File: config.mk
export PLATFORM = sky130hd
export DESIGN_NAME = dcache_req_arbiter
export DESIGN_NICKNAME = d
export VERILOG_FILES = /design/src/rtl/dcache_req_arbiter.sv
export SDC_FILE = /design/constraint.sdc
export NUM_CORES = 1
export LEC_CHECK = 0
export ABC_AREA = 1
export BUFFER_PORTS_ARGS = -buffer_cell sky130_fd_sc_hd__buf_2
export CAP_MARGIN = 20
export CORE_ASPECT_RATIO = 1.75
export CORE_MARGIN = 4
export CORE_UTILIZATION = 40
export CTS_CLUSTER_SIZE = 10
export DETAILED_ROUTE_END_ITERATION = 7
export HOLD_SLACK_MARGIN = 0.1
export PLACE_DENSITY = 0.66
export SLEW_MARGIN = 20
export SYNTH_ARGS = -nofsm -noshare
export SYNTH_HDL_FRONTEND = slang
export SYNTH_SLANG_ARGS = --single-unit
File: constraint.sdc
create_clock -name clk -period 2.8 [get_ports clk]
set_clock_uncertainty 0.1 [all_clocks]
set_input_delay 0.7 -clock clk [delete_from_list [all_inputs] [get_ports clk]]
set_output_delay 0.7 -clock clk [all_outputs]
set_load 0.02 [all_outputs]
File: src/rtl/dcache_req_arbiter.sv
// dcache_req_arbiter
// Shares the single D-cache request port between the EX-stage memory request
// and a held copy of the first missing load. A load miss starts a speculation
// episode. The held load is replayed to the cache until it returns, and the
// true value is then reported for verification. Pipeline accesses are stalled
// until the episode resolves or is flushed.

module dcache_req_arbiter #(
  parameter int unsigned ADDR_WIDTH = 32,
  parameter int unsigned DATA_WIDTH = 32,
  parameter int unsigned CNT_WIDTH  = 16
) (
  input  logic                  clk,
  input  logic                  rst_n,
  // EX-stage memory request
  input  logic                  pipe_valid,
  input  logic                  pipe_is_read,
  input  logic [ADDR_WIDTH-1:0] pipe_addr,
  input  logic [ADDR_WIDTH-1:0] pipe_addr_next,
  input  logic [DATA_WIDTH-1:0] pipe_wdata,
  output logic                  pipe_grant,
  output logic                  pipe_stall,
  // D-cache request port
  output logic                  dc_valid,
  output logic                  dc_is_read,
  output logic [ADDR_WIDTH-1:0] dc_addr,
  output logic [ADDR_WIDTH-1:0] dc_addr_next,
  output logic [DATA_WIDTH-1:0] dc_wdata,
  input  logic                  dc_rvalid,
  input  logic [DATA_WIDTH-1:0] dc_rdata,
  // Speculation episode control / status
  input  logic                  flush_spec,
  output logic                  spec_start,
  output logic                  spec_active,
  output logic                  spec_resolve,
  output logic [DATA_WIDTH-1:0] spec_data,
  output logic [CNT_WIDTH-1:0]  spec_cycles
);

  // Arbiter states. RELEASE lasts exactly one cycle after a resolve.
  localparam logic [1:0] ST_IDLE    = 2'd0;
  localparam logic [1:0] ST_HOLD    = 2'd1;
  localparam logic [1:0] ST_RELEASE = 2'd2;

  logic [1:0]            r_state;
  logic [1:0]            w_state_nxt;

  // Held copy of the missing load
  logic                  r_hold_is_read;
  logic [ADDR_WIDTH-1:0] r_hold_addr;
  logic [ADDR_WIDTH-1:0] r_hold_addr_next;
  logic [DATA_WIDTH-1:0] r_hold_wdata;

  // Registered status outputs
  logic                  r_spec_start;
  logic                  r_spec_active;
  logic                  r_spec_resolve;
  logic [DATA_WIDTH-1:0] r_spec_data;
  logic [CNT_WIDTH-1:0]  r_spec_cycles;

  logic                  w_in_hold;
  logic                  w_capture;
  logic                  w_resolve;
  logic                  w_cnt_max;

  assign w_in_hold = (r_state == ST_HOLD);

  // Only a load miss in IDLE opens an episode. RELEASE suppresses capture, so
  // the load just resolved is not re-captured when the pipeline re-presents it.
  assign w_capture = (r_state == ST_IDLE) & pipe_valid & pipe_is_read & ~dc_rvalid;

  // Flush wins over a same-cycle return of the held load.
  assign w_resolve = w_in_hold & ~flush_spec & dc_rvalid;

  assign w_cnt_max = &r_spec_cycles;

  // Next-state selection for the episode FSM
  always_comb begin
    w_state_nxt = r_state;
    case (r_state)
      ST_IDLE: begin
        if (w_capture) begin
          w_state_nxt = ST_HOLD;
        end
      end
      ST_HOLD: begin
        if (flush_spec) begin
          w_state_nxt = ST_IDLE;
        end else if (dc_rvalid) begin
          w_state_nxt = ST_RELEASE;
        end
      end
      ST_RELEASE: begin
        w_state_nxt = ST_IDLE;
      end
      default: begin
        w_state_nxt = ST_IDLE;
      end
    endcase
  end

  // State register
  always_ff @(posedge clk or negedge rst_n) begin
    if (!rst_n) begin
      r_state <= ST_IDLE;
    end else begin
      r_state <= w_state_nxt;
    end
  end

  // Hold register, loaded only on capture and stable for the whole episode
  always_ff @(posedge clk or negedge rst_n) begin
    if (!rst_n) begin
      r_hold_is_read   <= 1'b0;
      r_hold_addr      <= '0;
      r_hold_addr_next <= '0;
      r_hold_wdata     <= '0;
    end else if (w_capture) begin
      r_hold_is_read   <= pipe_is_read;
      r_hold_addr      <= pipe_addr;
      r_hold_addr_next <= pipe_addr_next;
      r_hold_wdata     <= pipe_wdata;
    end
  end

  // Episode pulses and activity flag, one cycle behind the triggering event
  always_ff @(posedge clk or negedge rst_n) begin
    if (!rst_n) begin
      r_spec_start   <= 1'b0;
      r_spec_active  <= 1'b0;
      r_spec_resolve <= 1'b0;
    end else begin
      r_spec_start   <= w_capture;
      r_spec_active  <= (w_state_nxt == ST_HOLD);
      r_spec_resolve <= w_resolve;
    end
  end

  // True value of the held load, kept until the next resolve
  always_ff @(posedge clk or negedge rst_n) begin
    if (!rst_n) begin
      r_spec_data <= '0;
    end else if (w_resolve) begin
      r_spec_data <= dc_rdata;
    end
  end

  // Saturating episode length: cleared on capture, counts every HOLD cycle
  always_ff @(posedge clk or negedge rst_n) begin
    if (!rst_n) begin
      r_spec_cycles <= '0;
    end else if (w_capture) begin
      r_spec_cycles <= '0;
    end else if (w_in_hold && !w_cnt_max) begin
      r_spec_cycles <= r_spec_cycles + 1'b1;
    end
  end

  // Request port mux and pipeline handshake
  always_comb begin
    dc_valid     = pipe_valid;
    dc_is_read   = pipe_is_read;
    dc_addr      = pipe_addr;
    dc_addr_next = pipe_addr_next;
    dc_wdata     = pipe_wdata;
    pipe_grant   = pipe_valid & dc_rvalid;
    pipe_stall   = pipe_valid & ~dc_rvalid;
    if (w_in_hold) begin
      dc_valid     = 1'b1;
      dc_is_read   = r_hold_is_read;
      dc_addr      = r_hold_addr;
      dc_addr_next = r_hold_addr_next;
      dc_wdata     = r_hold_wdata;
      pipe_grant   = 1'b0;
      pipe_stall   = pipe_valid;
    end
  end

  assign spec_start   = r_spec_start;
  assign spec_active  = r_spec_active;
  assign spec_resolve = r_spec_resolve;
  assign spec_data    = r_spec_data;
  assign spec_cycles  = r_spec_cycles;

endmodule

# Yosys cells after proc, flatten, opt, wreduce, memory -nomap -nowiden

Cells that the tools add are included.

$add $sub $neg: 1
Equality and inequality tests: 2
Mux-type cells: 13
Bitwise gates (word level): 9
Reductions and logical operators: 5

Operators by type and width:

| kind                                                 | number |
|---|---|
| 2-to-1 mux 32 bit                                    | 3 |
| 2-to-1 mux 16 bit                                    | 2 |
| adder 16 x 1 -> 16 bit (second input constant)       | 1 |
| AND reduction 16 bit                                 | 1 |
| AND 1 bit                                            | 7 |
| 2-to-1 mux 2 bit                                     | 3 |
| equality test 2 x 1 -> 1 bit (second input constant) | 2 |
| 2-to-1 mux 1 bit                                     | 4 |
| one-hot mux 2 bit (2 select lines)                   | 1 |
| logical NOT 2 bit                                    | 1 |
| inverter 1 bit                                       | 2 |
| nonzero test 2 bit                                   | 1 |
| logical AND 1 bit                                    | 1 |
| logical NOT 1 bit                                    | 1 |

Register bits: 150
Bits of input ports: 134
Word-level logic and storage cells: 40

# Longest topological paths before layout

Gate-level depths: netlist of run 1.

Word-level depth: 7
Mapped depth: 9

# Worst setup path after synthesis of run 1

OpenSTA, ideal clock, no wires.

Path type: register to output
Start: register r_state[0]
End: output dc_addr[0]
Data arrival time: 1.309 ns
Required time: 2.000 ns
Path slack: 0.691 ns
Cell stages (with the launch flop): 6
Buffers on the path: 2
Cell sequence: dfrtp_1 inv_1 nor2_4 buf_2 clkbuf_1 o21ai_0

Longest elaborated chain between the ends: 2

Ends and longest elaborated chain:

| item                         | line | text |
|---|---|---|
| start, declared              | 45   | `logic [1:0] r_state;` |
| start signal, assigned       | 107  | `r_state <= w_state_nxt;` |
| equality test 2 x 1 -> 1 bit | 66   | `assign w_in_hold = (r_state == ST_HOLD);` |
| 2-to-1 mux 32 bit            | 168  | `if (w_in_hold) begin` |
| end, declared                | 26   | `output logic [ADDR_WIDTH-1:0] dc_addr,` |

Every way passes these cells.

# Worst setup path after layout of run 1

Start: register r_state[1]
End: output dc_is_read

Longest elaborated chain between the ends: 2

Ends and longest elaborated chain:

| item                         | line | text |
|---|---|---|
| equality test 2 x 1 -> 1 bit | 66   |  |
| 2-to-1 mux 1 bit             | 168  |  |
| end, declared                | 25   | `output logic dc_is_read,` |

Every way passes these cells.

==> metrics.json, run 1 <==
{
  "yosys_warnings": {"value": 0},
  "seq_area_frac_synth": {"value": 52.75, "unit": "%"},
  "gr-usage-met1": {"value": 22.45, "unit": "%"},
  "critPathArrivalTime": {"value": 1900, "unit": "ps"},
  "syn-num-nets": {"value": 1063},
  "syn_area": {"value": 0.007116, "unit": "mm²"},
  "diodes": {"value": 0},
  "slew_violations": {"value": 0},
  "cts_resized": {"value": 0},
  "row_count": {"value": 64},
  "cp_num_cells": {"value": 5},
  "place_area": {"value": 0.008698, "unit": "mm²"},
  "drc": {"value": 0},
  "netlist_top_cells_area": {"value": "sky130_fd_sc_hd__dfrtp_1 (53%), sky130_fd_sc_hd__nand2_1 (18%), sky130_fd_sc_hd__o21ai_0 (7.0%), sky130_fd_sc_hd__o21ai_1 (6.8%), sky130_fd_sc_hd__inv_1 (6.0%)"},
  "critical-path-max-stage-delay": {"value": 400, "unit": "ps"},
  "finalSetupViolCount": {"value": 0},
  "synth-simple-area-share": {"value": 22.61, "unit": "%"},
  "min_path_type": {"value": "in -> async"},
  "routed-via-count": {"value": 6698},
  "postSynthCellCount": {"value": 928},
  "via_per_inst": {"value": 4.684},
  "detailedPlacementHpwl": {"value": 14.27, "unit": "mm"},
  "hold_viol_final": {"value": 0},
  "tightest_slew": {"value": 798.7, "unit": "ps"},
  "die_height": {"value": 184.4, "unit": "µm"},
  "floorplan.die.width": {"value": 108.8, "unit": "µm"},
  "synthArstFlopShare": {"value": 100.0, "unit": "%"},
  "register_to_register_path_depth": {"value": 8},
  "cts_max_path_buffers": {"value": 2},
  "compound_gate_portion_of_the_synthesized_area": {"value": 14.44, "unit": "%"},
  "synthesis.area_per_instance": {"value": 7.668, "unit": "µm²"},
  "routabilityCongestion": {"value": 0.7912},
  "routed_wire_per_std_cell": {"value": 13.75, "unit": "µm"},
  "portBuffers": {"value": 284},
  "critical_path_buf_inv_count": {"value": 3},
  "grt_remaining_overflow": {"value": 0},
  "ctsHtreeMaxLevel": {"value": 4},
  "path_delay_family": {"value": "buffers and inverters"},
  "grt_setup_unrepaired": {"value": "true"},
  "syn2layout_area_growth": {"value": 30.93, "unit": "%"},
  "synth.cells.most_frequent": {"value": "sky130_fd_sc_hd__nand2_1 (341), sky130_fd_sc_hd__dfrtp_1 (150), sky130_fd_sc_hd__inv_1 (113)"},
  "num_io_pins": {"value": 285},
  "cts-buffers-inserted": {"value": 17},
  "crit_chain": {"value": "nor2_4 -> buf_12 -> inv_2 -> o21ai_0 -> buf_2"},
  "yosys.cell_count.top_type": {"value": "sky130_fd_sc_hd__nand2_1"},
  "grt_use_total": {"value": 19.88, "unit": "%"},
  "cts.sink_count": {"value": 150},
  "post_synth_num_cell_types": {"value": 24},
  "met2_usage": {"value": 35.25, "unit": "%"},
  "slew_headroom": {"value": 46.75, "unit": "%"},
  "final_setup_margin": {"value": 99.25, "unit": "ps"},
  "pin_count_of_the_biggest_net_entering_global_routing": {"value": 131},
  "preCtsSetupSlack": {"value": 536.7, "unit": "ps"},
  "powerDensity": {"value": 720.1, "unit": "mW/mm²"},
  "ys_seq_elements": {"value": 150},
  "final_cells": {"value": 1430},
  "grtUsageMet3": {"value": 4.487, "unit": "%"},
  "area_of_the_core": {"value": 0.01746, "unit": "mm²"},
  "layout_min_cycle_time": {"value": 2701, "unit": "ps"},
  "cts.hold.buffers_added": {"value": 0},
  "root_buffer_cell": {"value": "sky130_fd_sc_hd__clkbuf_16"},
  "timing.critical_path.to_type": {"value": "output pin"},
  "design.final.nets": {"value": 1322},
  "path_class": {"value": "reg -> out"},
  "synth_mux_area_share": {"value": 0, "unit": "%"},
  "setup.worst_path.start_class": {"value": "register"},
  "cellLeakagePower": {"value": 5.167, "unit": "nW"},
  "design.die.area": {"value": 0.02007, "unit": "mm²"},
  "dr.pass1.iters": {"value": 4},
  "synth_top_family_by_area": {"value": "simple AND/OR/NAND/NOR gates"},
  "synthXorXnorAreaFrac": {"value": 0.2462, "unit": "%"},
  "whs": {"value": 121.7, "unit": "ps"},
  "yosys.area_share.adder": {"value": 0.1758, "unit": "%"},
  "initialDrtViolationCount": {"value": 309},
  "floorplan.initialDensity": {"value": 40.76, "unit": "%"},
  "final.period_utilization": {"value": 96.46, "unit": "%"},
  "max_clock_freq": {"value": 370.3, "unit": "MHz"},
  "antenna_left": {"value": 0},
  "worstPathRequired": {"value": 2000, "unit": "ps"},
  "clock_insertion_delay_worst_skew": {"value": 420, "unit": "ps"},
  "antenna_found_initial": {"value": 1},
  "layout.cell_area.non_filler": {"value": 0.009316, "unit": "mm²"},
  "grt_pass1_vias": {"value": 6479},
  "post-cts-setup-buffers": {"value": 0},
  "postRouteWirelength": {"value": 19.66, "unit": "mm"},
  "run_status": {"value": "finished clean"},
  "ir_worst_vdd": {"value": 512.8, "unit": "µV"},
  "cts_tree": {"value": "built"},
  "synth-main-ff-cell": {"value": "sky130_fd_sc_hd__dfrtp_1"},
  "synth_top_area_share": {"value": 52.75, "unit": "%"},
  "timing.critical_path.slowest_stage_cell": {"value": "sky130_fd_sc_hd__dfrtp_1"},
  "max_capacitance_violation_count": {"value": 0},
  "wire_length_of_the_first_global_routing_pass": {"value": 31.38, "unit": "mm"},
  "clkSlewWorstSetupHoldPaths": {"value": 60, "unit": "ps"},
  "synth_top_area_cell": {"value": "sky130_fd_sc_hd__dfrtp_1"},
  "drive_gt1_share": {"value": 28.19, "unit": "%"},
  "critical_path.max_fanout": {"value": 74},
  "grt.busiest_layer": {"value": "met2"},
  "count_of_flip_flops_with_a_built_in_enable_after_synthesis": {"value": 0},
  "dp.cells": {"value": 1399}
}
## metrics by stage
step | power [mW] | util, % | setup TNS [ps]
floorplan | 3.771 | - | 0
global placement | 4.321 | 49.83 | 0
detailed placement | 4.359 | 49.83 | 0
CTS | 6.796 | 53.37 | 0
global route | 7.097 | 53.37 | -6.388
finish | 6.709 | 53.37 | 0
## layout make-up
cell class | count | area, µm²
clock buffer | 23 | 498.0
clock inverter | 8 | 120.1
fill | 1770 | 8140
inverter | 117 | 439.2
multi-input combinational | 609 | 2679
sequential | 150 | 3754
tap | 231 | 289.0
timing repair buffer | 292 | 1538
## layer usage
layer	share of wire, %	vias up	wire [µm]
li1	-	3419	-
met1	39	3037	7735
met2	52	205	10250
met3	5.6	35	1103
met4	2.9	2	561
met5	0.036	-	7
## cells by family (layout without fill, tap and decap cells)
family | count (synthesis) | in the layout
AOI/OAI and AO/OA | 201 | 201
xor gates and xnor gates | 2 | 2
adders and majority gates | 1 | 1
buffers and inverters | 169 | 440
DFF | 150 | 150
and+or+nand+nor | 405 | 405
## placed cells by master (no fill, tap or decap), types with 2 or more instances in the layout
cell	count
sky130_fd_sc_hd__buf_2	283
sky130_fd_sc_hd__o21bai_1	2
sky130_fd_sc_hd__buf_4	4
sky130_fd_sc_hd__buf_12	4
sky130_fd_sc_hd__nor2_4	2
sky130_fd_sc_hd__dfrtp_1	150
sky130_fd_sc_hd__nand3_1	33
sky130_fd_sc_hd__bufinv_16	3
sky130_fd_sc_hd__o31ai_1	2
sky130_fd_sc_hd__inv_2	4
sky130_fd_sc_hd__or2_2	2
sky130_fd_sc_hd__nand2_2	4
sky130_fd_sc_hd__nand2_1	341
sky130_fd_sc_hd__clkinvlp_4	2
sky130_fd_sc_hd__inv_1	113
sky130_fd_sc_hd__clkinv_2	3
sky130_fd_sc_hd__xor2_1	2
sky130_fd_sc_hd__clkbuf_8	5
sky130_fd_sc_hd__o21ai_1	96
sky130_fd_sc_hd__clkbuf_16	17
sky130_fd_sc_hd__nand4_1	4
sky130_fd_sc_hd__nor2_1	15
sky130_fd_sc_hd__o21ai_0	99
sky130_fd_sc_hd__nor2_2	2
## path summary, 6_finish.rpt
check / to / startpoint / slack, ps
setup / recovery: dc_is_read / r_state[1] / 100
hold / removal: spec_data[20] / rst_n / 120
setup reg to reg: spec_data[5] / r_state[1] / 700
hold reg to reg: r_hold_is_read / r_hold_is_read / 350
max in group asynchronous: r_hold_addr_next[14] / rst_n / 1740
min in group clk: r_hold_is_read / r_hold_is_read / 350
## sequential cells by signal (all words and copies together), names as in the netlist
name              flops
r_hold_wdata         32
spec_cycles          16
r_hold_addr          32
r_hold_addr_next     32
spec_active           1
spec_resolve          1
spec_data            32
r_state               2
r_hold_is_read        1
spec_start            1
## power by group
group / total [mW] / leakage [nW] / switching (mW) / internal, mW
registers: 2.84 / 1.90 / 0.251 / 2.59
logic: 1.46 / 2.96 / 0.936 / 0.529
clock network: 2.40 / 0.301 / 0.890 / 1.51
total: 6.71 / 5.17 / 2.08 / 4.63
No activity file was read; power rests on OpenSTA's default activity.
==> run 2, diff against run 1 <==
--- a/config.mk
+++ b/config.mk
@@ -10,11 +10,11 @@
 export CAP_MARGIN = 20
 export CORE_ASPECT_RATIO = 1.75
 export CORE_MARGIN = 4
-export CORE_UTILIZATION = 40
+export CORE_UTILIZATION = 53
 export CTS_CLUSTER_SIZE = 10
 export DETAILED_ROUTE_END_ITERATION = 7
 export HOLD_SLACK_MARGIN = 0.1
-export PLACE_DENSITY = 0.66
+export PLACE_DENSITY = 0.84
 export SLEW_MARGIN = 20
 export SYNTH_ARGS = -nofsm -noshare
 export SYNTH_HDL_FRONTEND = slang
==> metrics.json, run 2 (synthesis gave the netlist of run 1 again) <==
{
  "run_status": {"value": "finished clean"},
  "hold_viol_final": {"value": 0, "change": "unchanged"},
  "initialDrtViolationCount": {"value": 320, "change": "+3.6%"},
  "worstReg2RegStart": {"value": "spec_cycles[0]"},
  "final.period_utilization": {"value": 91.32, "unit": "%", "change": "-5.1 points"},
  "drive_gt1_share": {"value": 28.61, "unit": "%", "change": "+0.42 points"},
  "pin_count_of_the_biggest_net_entering_global_routing": {"value": 141, "change": "+7.6%"},
  "critical_path.max_fanout": {"value": 52, "change": "-30%"},
  "wl_met3": {"value": 1.287, "unit": "mm", "change": "+17%"},
  "worst_r2r_endpoint": {"value": "spec_cycles[11]"},
  "fin_tns_setup": {"value": 0, "unit": "ps", "change": "unchanged"},
  "max_clock_freq": {"value": 391.1, "unit": "MHz", "change": "+5.6%"},
  "die_height": {"value": 161.3, "unit": "µm", "change": "-13%"},
  "design_power_total": {"value": 6.685, "unit": "mW", "change": "-0.36%"},
  "highest_layer": {"value": "met4"},
  "floorplan.die.width": {"value": 95.59, "unit": "µm", "change": "-12%"},
  "wire_length_of_the_first_global_routing_pass": {"value": 31.31, "unit": "mm", "change": "-0.24%"},
  "clock_insertion_delay_worst_skew": {"value": 410, "unit": "ps", "change": "about the same"},
  "powerDensity": {"value": 717.7, "unit": "mW/mm²", "change": "-0.33%"},
  "root_buffer_cell": {"value": "sky130_fd_sc_hd__clkbuf_16"},
  "crit_chain": {"value": "inv_1 -> nor2_4 -> buf_12 -> buf_12 -> nand2_1 -> o21ai_0 -> buf_2"},
  "path_delay_family": {"value": "buffers and inverters"},
  "layout.cell_area.non_filler": {"value": 0.009314, "unit": "mm²", "change": "about the same"},
  "antenna_left": {"value": 0, "change": "unchanged"},
  "critPathMostFrequentCell": {"value": "sky130_fd_sc_hd__buf_12"},
  "max_capacitance_violation_count": {"value": 0, "change": "unchanged"},
  "ir_worst_vdd": {"value": 494.5, "unit": "µV", "change": "-3.6%"},
  "detailedPlacementHpwl": {"value": 14.47, "unit": "mm", "change": "+1.4%"},
  "grt_setup_unrepaired": {"value": "false"},
  "design.final.nets": {"value": 1329, "change": "+0.53%"},
  "syn2layout_area_growth": {"value": 30.89, "unit": "%", "change": "about the same"},
  "final_cells": {"value": 1378, "change": "-3.6%"},
  "critical-path-max-stage-delay": {"value": 340, "unit": "ps", "change": "-60 ps"},
  "timing.critical_path.to_type": {"value": "output pin"},
  "cts.sink_count": {"value": 150, "change": "unchanged"},
  "timing.critical_path.slowest_stage_cell": {"value": "sky130_fd_sc_hd__dfrtp_1"},
  "wl_met1": {"value": 7.053, "unit": "mm", "change": "-8.8%"},
  "place_area": {"value": 0.008678, "unit": "mm²", "change": "-0.23%"},
  "sequentialPowerShare": {"value": 42.8, "unit": "%", "change": "+0.4 points"},
  "num_io_pins": {"value": 285, "change": "unchanged"},
  "min_path_type": {"value": "in -> async"},
  "postRouteWirelength": {"value": 19.62, "unit": "mm", "change": "-0.19%"},
  "via_per_inst": {"value": 4.994, "change": "+6.6%"},
  "drc": {"value": 0, "change": "unchanged"},
  "portBuffers": {"value": 284, "change": "unchanged"},
  "reg2reg_slack": {"value": 790, "unit": "ps", "change": "+90 ps"},
  "cts_tree": {"value": "built"},
  "mostFrequentLayoutCells": {"value": "sky130_fd_sc_hd__nand2_1 (341), sky130_fd_sc_hd__buf_2 (283), sky130_fd_sc_hd__dfrtp_1 (150)"},
  "design.die.area": {"value": 0.01542, "unit": "mm²", "change": "-23%"},
  "cts_max_path_buffers": {"value": 2, "change": "unchanged"},
  "routed-via-count": {"value": 6882, "change": "+2.7%"},
  "setup.worst_path.start_class": {"value": "register"},
  "antenna_found_initial": {"value": 1, "change": "unchanged"},
  "register_to_register_path_depth": {"value": 8, "change": "unchanged"},
  "cts-buffers-inserted": {"value": 17, "change": "unchanged"},
  "mostFrequentLayoutCell": {"value": "sky130_fd_sc_hd__nand2_1"},
  "dp.cells": {"value": 1343, "change": "-4.0%"},
  "finalSetupViolCount": {"value": 0, "change": "unchanged"},
  "clock_power_share": {"value": 34.8, "unit": "%", "change": "-1.0 points"},
  "grt_pass1_vias": {"value": 6843, "change": "+5.6%"},
  "row_count": {"value": 55, "change": "-14%"},
  "layout_min_cycle_time": {"value": 2557, "unit": "ps", "change": "-143.8 ps"},
  "ctsHtreeMaxLevel": {"value": 4, "change": "unchanged"},
  "grt_use_total": {"value": 25.97, "unit": "%", "change": "+6.1 points"},
  "critical_path_buf_inv_count": {"value": 4, "change": "+1"},
  "grt_remaining_overflow": {"value": 0, "change": "unchanged"},
  "worstPathRequired": {"value": 2000, "unit": "ps", "change": "about the same"},
  "routed_wire_per_std_cell": {"value": 14.24, "unit": "µm", "change": "+3.6%"},
  "path_class": {"value": "reg -> out"},
  "floorplan.initialDensity": {"value": 54.42, "unit": "%", "change": "+14 points"},
  "slew_violations": {"value": 0, "change": "unchanged"},
  "p_int": {"value": 4.547, "unit": "mW", "change": "-1.8%"},
  "power.combinational.fraction": {"value": 22.4, "unit": "%", "change": "+0.6 points"},
  "tightest_slew": {"value": 634.9, "unit": "ps", "change": "-163.8 ps"},
  "routabilityCongestion": {"value": 0.8597, "change": "+8.7%"},
  "sw_frac_of_total": {"value": 31.97, "unit": "%", "change": "+1.0 points"},
  "area_of_the_core": {"value": 0.01308, "unit": "mm²", "change": "-25%"},
  "cellLeakagePower": {"value": 5.203, "unit": "nW", "change": "+0.70%"},
  "slew_headroom": {"value": 57.63, "unit": "%", "change": "+11 points"},
  "net_switching_power": {"value": 2.137, "unit": "mW", "change": "+3.0%"},
  "clkSlewWorstSetupHoldPaths": {"value": 60, "unit": "ps", "change": "about the same"},
  "dr.pass1.iters": {"value": 5, "change": "+1"},
  "critPathArrivalTime": {"value": 1760, "unit": "ps", "change": "-140 ps"},
  "met2_length": {"value": 10.55, "unit": "mm", "change": "+2.9%"}
}
run 2: layer usage:
metal | up-vias | global-route usage (%)
li1 | 3428 | -
met5 | - | 0
met2 | 238 | 45.74
met3 | 57 | 7.083
met1 | 3159 | 28.28
met4 | 0 | 11.85
run 2: stage by stage:
stage | hold slack (ps) | utilization (%) | worst slack, ps
floorplan | 304.4 | - | 690.9
global placement | 330.6 | 66.37 | 549.4
detailed placement | 337.8 | 66.37 | 508.0
CTS | 167.8 | 70.95 | 59.53
global route | 186.7 | 71.23 | 134.5
finish | 152.9 | 71.23 | 243.1
run 2: how the worst max path moves through the flow:
stage               cells after the start        from  slack (ps)                to
detailed placement                      5  r_state[1]         510  dc_addr_next[10]
global placement                        5  r_state[1]         550        dc_addr[2]
floorplan                               5  r_state[0]         690        dc_addr[0]
finish                                  7  r_state[0]         240      dc_wdata[18]
CTS                                     5  r_state[1]          60  dc_addr_next[10]
global route                            7  r_state[0]         130       dc_addr[19]
run 2: power groups by stage:
stage / sequential (mW) / combinational [mW] / clock [mW]
final: 2.86 / 1.50 / 2.33
after global routing: 2.91 / 1.67 / 2.46
after detailed placement: 2.87 / 1.51 / 0
after global placement: 2.87 / 1.45 / 0
after CTS: 2.85 / 1.51 / 2.37
after floorplan: 3.01 / 0.757 / 0
run 2: layout make-up:
cell class	count	area [µm²]
clock inverter	13	168.9
antenna	1	2.502
tap	171	214.0
inverter	117	439.2
multi-input combinational	609	2679
timing repair buffer	299	1628
clock buffer	18	429.2
sequential	150	3754
fill	1069	3761
run 2: what timing repair did:
action                     in CTS  in global routing
setup buffers                   0                  3
hold buffers                    0                  0
gates resized for setup         0                  0
setup endpoints to repair       0                 37
==> run 3, diff against run 2 <==
--- a/config.mk
+++ b/config.mk
@@ -10,11 +10,12 @@
 export CAP_MARGIN = 20
 export CORE_ASPECT_RATIO = 1.75
 export CORE_MARGIN = 4
-export CORE_UTILIZATION = 53
+export CORE_UTILIZATION = 54
+export CTS_BUF_LIST = sky130_fd_sc_hd__clkbuf_2 sky130_fd_sc_hd__clkbuf_4 sky130_fd_sc_hd__clkbuf_8
 export CTS_CLUSTER_SIZE = 10
 export DETAILED_ROUTE_END_ITERATION = 7
 export HOLD_SLACK_MARGIN = 0.1
-export PLACE_DENSITY = 0.84
+export PLACE_DENSITY = 0.86
 export SLEW_MARGIN = 20
 export SYNTH_ARGS = -nofsm -noshare
 export SYNTH_HDL_FRONTEND = slang
==> metrics.json, run 3 (synthesis gave the netlist of run 1 again) <==
{
  "run_status": {"value": "finished clean"},
  "worstReg2RegStart": {"value": "spec_cycles[0]"},
  "grt_pass1_vias": {"value": 6569, "change": "-4.0%"},
  "max_clock_freq": {"value": 379.4, "unit": "MHz", "change": "-3.0%"},
  "initialDrtViolationCount": {"value": 328, "change": "+2.5%"},
  "row_count": {"value": 55, "change": "unchanged"},
  "tightest_slew": {"value": 651.7, "unit": "ps", "change": "+16.81 ps"},
  "worst_r2r_endpoint": {"value": "spec_cycles[9]"},
  "seq_area": {"value": 0.003754, "unit": "mm²", "change": "unchanged"},
  "floorplan.die.width": {"value": 94.78, "unit": "µm", "change": "-0.85%"},
  "layout.cell_area.non_filler": {"value": 0.009031, "unit": "mm²", "change": "-3.0%"},
  "cts_tree": {"value": "built"},
  "clock_power_share": {"value": 27.7, "unit": "%", "change": "-7.1 points"},
  "setup.worst_path.start_class": {"value": "register"},
  "wire_length_of_the_first_global_routing_pass": {"value": 30.75, "unit": "mm", "change": "-1.8%"},
  "slew_headroom": {"value": 56.51, "unit": "%", "change": "-1.1 points"},
  "routed_wire_per_std_cell": {"value": 13.99, "unit": "µm", "change": "-1.7%"},
  "antenna_found_initial": {"value": 0, "change": "-1"},
  "root_buffer_cell": {"value": "sky130_fd_sc_hd__clkbuf_8"},
  "crit_path_end": {"value": "dc_addr[26]"},
  "sequentialPowerShare": {"value": 47.6, "unit": "%", "change": "+4.8 points"},
  "cts.hold.buffers_added": {"value": 0, "change": "unchanged"},
  "slew_violations": {"value": 0, "change": "unchanged"},
  "diodes": {"value": 0, "change": "-1"},
  "power.combinational.fraction": {"value": 24.7, "unit": "%", "change": "+2.3 points"},
  "final.period_utilization": {"value": 94.14, "unit": "%", "change": "+2.8 points"},
  "grt_remaining_overflow": {"value": 0, "change": "unchanged"},
  "max_capacitance_violation_count": {"value": 0, "change": "unchanged"},
  "reg2reg_slack": {"value": 820, "unit": "ps", "change": "+30 ps"},
  "floorplan.initialDensity": {"value": 55.00, "unit": "%", "change": "+0.58 points"},
  "routabilityCongestion": {"value": 0.8638, "change": "+0.48%"},
  "worst_setup_sp": {"value": "r_state[1]"},
  "detailedPlacementHpwl": {"value": 14.22, "unit": "mm", "change": "-1.7%"},
  "cts.sink_count": {"value": 150, "change": "unchanged"},
  "via_per_inst": {"value": 4.984, "change": "-0.21%"},
  "design.final.nets": {"value": 1322, "change": "-0.53%"},
  "cts_resized": {"value": 0, "change": "unchanged"},
  "num_io_pins": {"value": 285, "change": "unchanged"},
  "grt_setup_unrepaired": {"value": "true"},
  "design.die.area": {"value": 0.01515, "unit": "mm²", "change": "-1.7%"},
  "routed-via-count": {"value": 6828, "change": "-0.78%"},
  "drc": {"value": 0, "change": "unchanged"},
  "min_path_type": {"value": "in -> async"},
  "cts_max_path_buffers": {"value": 2, "change": "unchanged"},
  "dp.cells": {"value": 1339, "change": "-0.30%"},
  "clkSlewWorstSetupHoldPaths": {"value": 90, "unit": "ps", "change": "+30 ps"},
  "timing.critical_path.to_type": {"value": "output pin"},
  "net_switching_power": {"value": 2.049, "unit": "mW", "change": "-4.2%"},
  "dr.pass1.iters": {"value": 5, "change": "unchanged"},
  "preCtsSetupSlack": {"value": 624.8, "unit": "ps", "change": "+116.8 ps"},
  "critical_path.max_fanout": {"value": 79, "change": "+52%"},
  "fillCellCount": {"value": 1087, "change": "+1.7%"},
  "antenna_left": {"value": 0, "change": "unchanged"},
  "path_class": {"value": "reg -> out"},
  "area_of_the_core": {"value": 0.01294, "unit": "mm²", "change": "-1.1%"},
  "ctsHtreeMaxLevel": {"value": 4, "change": "unchanged"},
  "register_to_register_path_depth": {"value": 8, "change": "unchanged"},
  "ir_worst_vdd": {"value": 555.5, "unit": "µV", "change": "+12%"},
  "grt_use_total": {"value": 25.84, "unit": "%", "change": "-0.13 points"},
  "post-cts-setup-buffers": {"value": 0, "change": "unchanged"},
  "portBuffers": {"value": 284, "change": "unchanged"},
  "sw_frac_of_total": {"value": 34.20, "unit": "%", "change": "+2.2 points"},
  "cts-buffers-inserted": {"value": 17, "change": "unchanged"},
  "critPathArrivalTime": {"value": 1840, "unit": "ps", "change": "+80 ps"},
  "postRouteWirelength": {"value": 19.17, "unit": "mm", "change": "-2.3%"},
  "place_area": {"value": 0.008636, "unit": "mm²", "change": "-0.49%"},
  "mostFrequentLayoutCells": {"value": "sky130_fd_sc_hd__nand2_1 (341), sky130_fd_sc_hd__buf_2 (282), sky130_fd_sc_hd__dfrtp_1 (150)"},
  "p_int": {"value": 3.942, "unit": "mW", "change": "-13%"},
  "final_util": {"value": 69.81, "unit": "%", "change": "-1.4 points"},
  "final_setup_margin": {"value": 164.1, "unit": "ps", "change": "-78.95 ps"},
  "syn2layout_area_growth": {"value": 26.92, "unit": "%"},
  "drive_gt1_share": {"value": 28.27, "unit": "%", "change": "-0.33 points"},
  "pin_count_of_the_biggest_net_entering_global_routing": {"value": 153, "change": "+8.5%"},
  "whs": {"value": 138.4, "unit": "ps", "change": "-14.53 ps"},
  "clock_insertion_delay_worst_skew": {"value": 430, "unit": "ps", "change": "+20 ps"},
  "finalSetupViolCount": {"value": 0, "change": "unchanged"},
  "worstPathRequired": {"value": 2000, "unit": "ps", "change": "about the same"},
  "hold_viol_final": {"value": 0, "change": "unchanged"},
  "layout_min_cycle_time": {"value": 2636, "unit": "ps", "change": "+78.95 ps"},
  "multi_input_gate_area": {"value": 0.002679, "unit": "mm²", "change": "unchanged"},
  "cellLeakagePower": {"value": 5.064, "unit": "nW", "change": "-2.7%"},
  "final_cells": {"value": 1370, "change": "-0.58%"},
  "mostFrequentLayoutCell": {"value": "sky130_fd_sc_hd__nand2_1"},
  "powerDensity": {"value": 663.4, "unit": "mW/mm²", "change": "-7.6%"},
  "die_height": {"value": 159.9, "unit": "µm", "change": "-0.88%"}
}
run 3: worst min-delay path by stage:
stage	endpoint	slack, ps
finish	r_hold_wdata[16]	140
global route	r_hold_wdata[10]	160
floorplan	r_hold_addr[0]	300
CTS	r_hold_wdata[16]	130
global placement	r_hold_is_read	330
detailed placement	r_hold_is_read	340
run 3: final cells by class:
class / count / area share [%]
multi-input combinational: 609 / 29.66
timing repair buffer: 292 / 17.19
tap: 171 / 2.369
clock buffer: 18 / 2.743
sequential: 150 / 41.56
clock inverter: 13 / 1.607
inverter: 117 / 4.863
run 3: metrics by stage:
step,setup TNS (ps),total power [mW]
after floorplan,0,3.771
after global placement,0,4.321
after detailed placement,0,4.378
after CTS,0,6.052
after global routing,-27.39,6.350
final,0,5.991
run 3: worst max-delay path, cell delays in order, from the launching register on:
cell and delay (ps):
sky130_fd_sc_hd__dfrtp_1 410, sky130_fd_sc_hd__nor2_4 230, sky130_fd_sc_hd__buf_12 290, sky130_fd_sc_hd__nand2_1 70, sky130_fd_sc_hd__o21ai_0 130, sky130_fd_sc_hd__buf_2 220
run 3: metal layers:
layer	wire, µm	global-route usage (%)	share of wire (%)
met3	1362	6.645	7.1
met4	716	11.76	3.7
met1	6992	29.09	36
met2	10100	44.91	53
met5	0	0	0
run 3: power by group through the flow:
stage                     Clock [mW]  Combinational [mW]  Sequential (mW)
final                           1.66                1.48             2.85
after global routing            1.80                1.64             2.90
after CTS                       1.71                1.50             2.85
after detailed placement           0                1.50             2.88
after global placement             0                1.45             2.87
after floorplan                    0               0.757             3.01
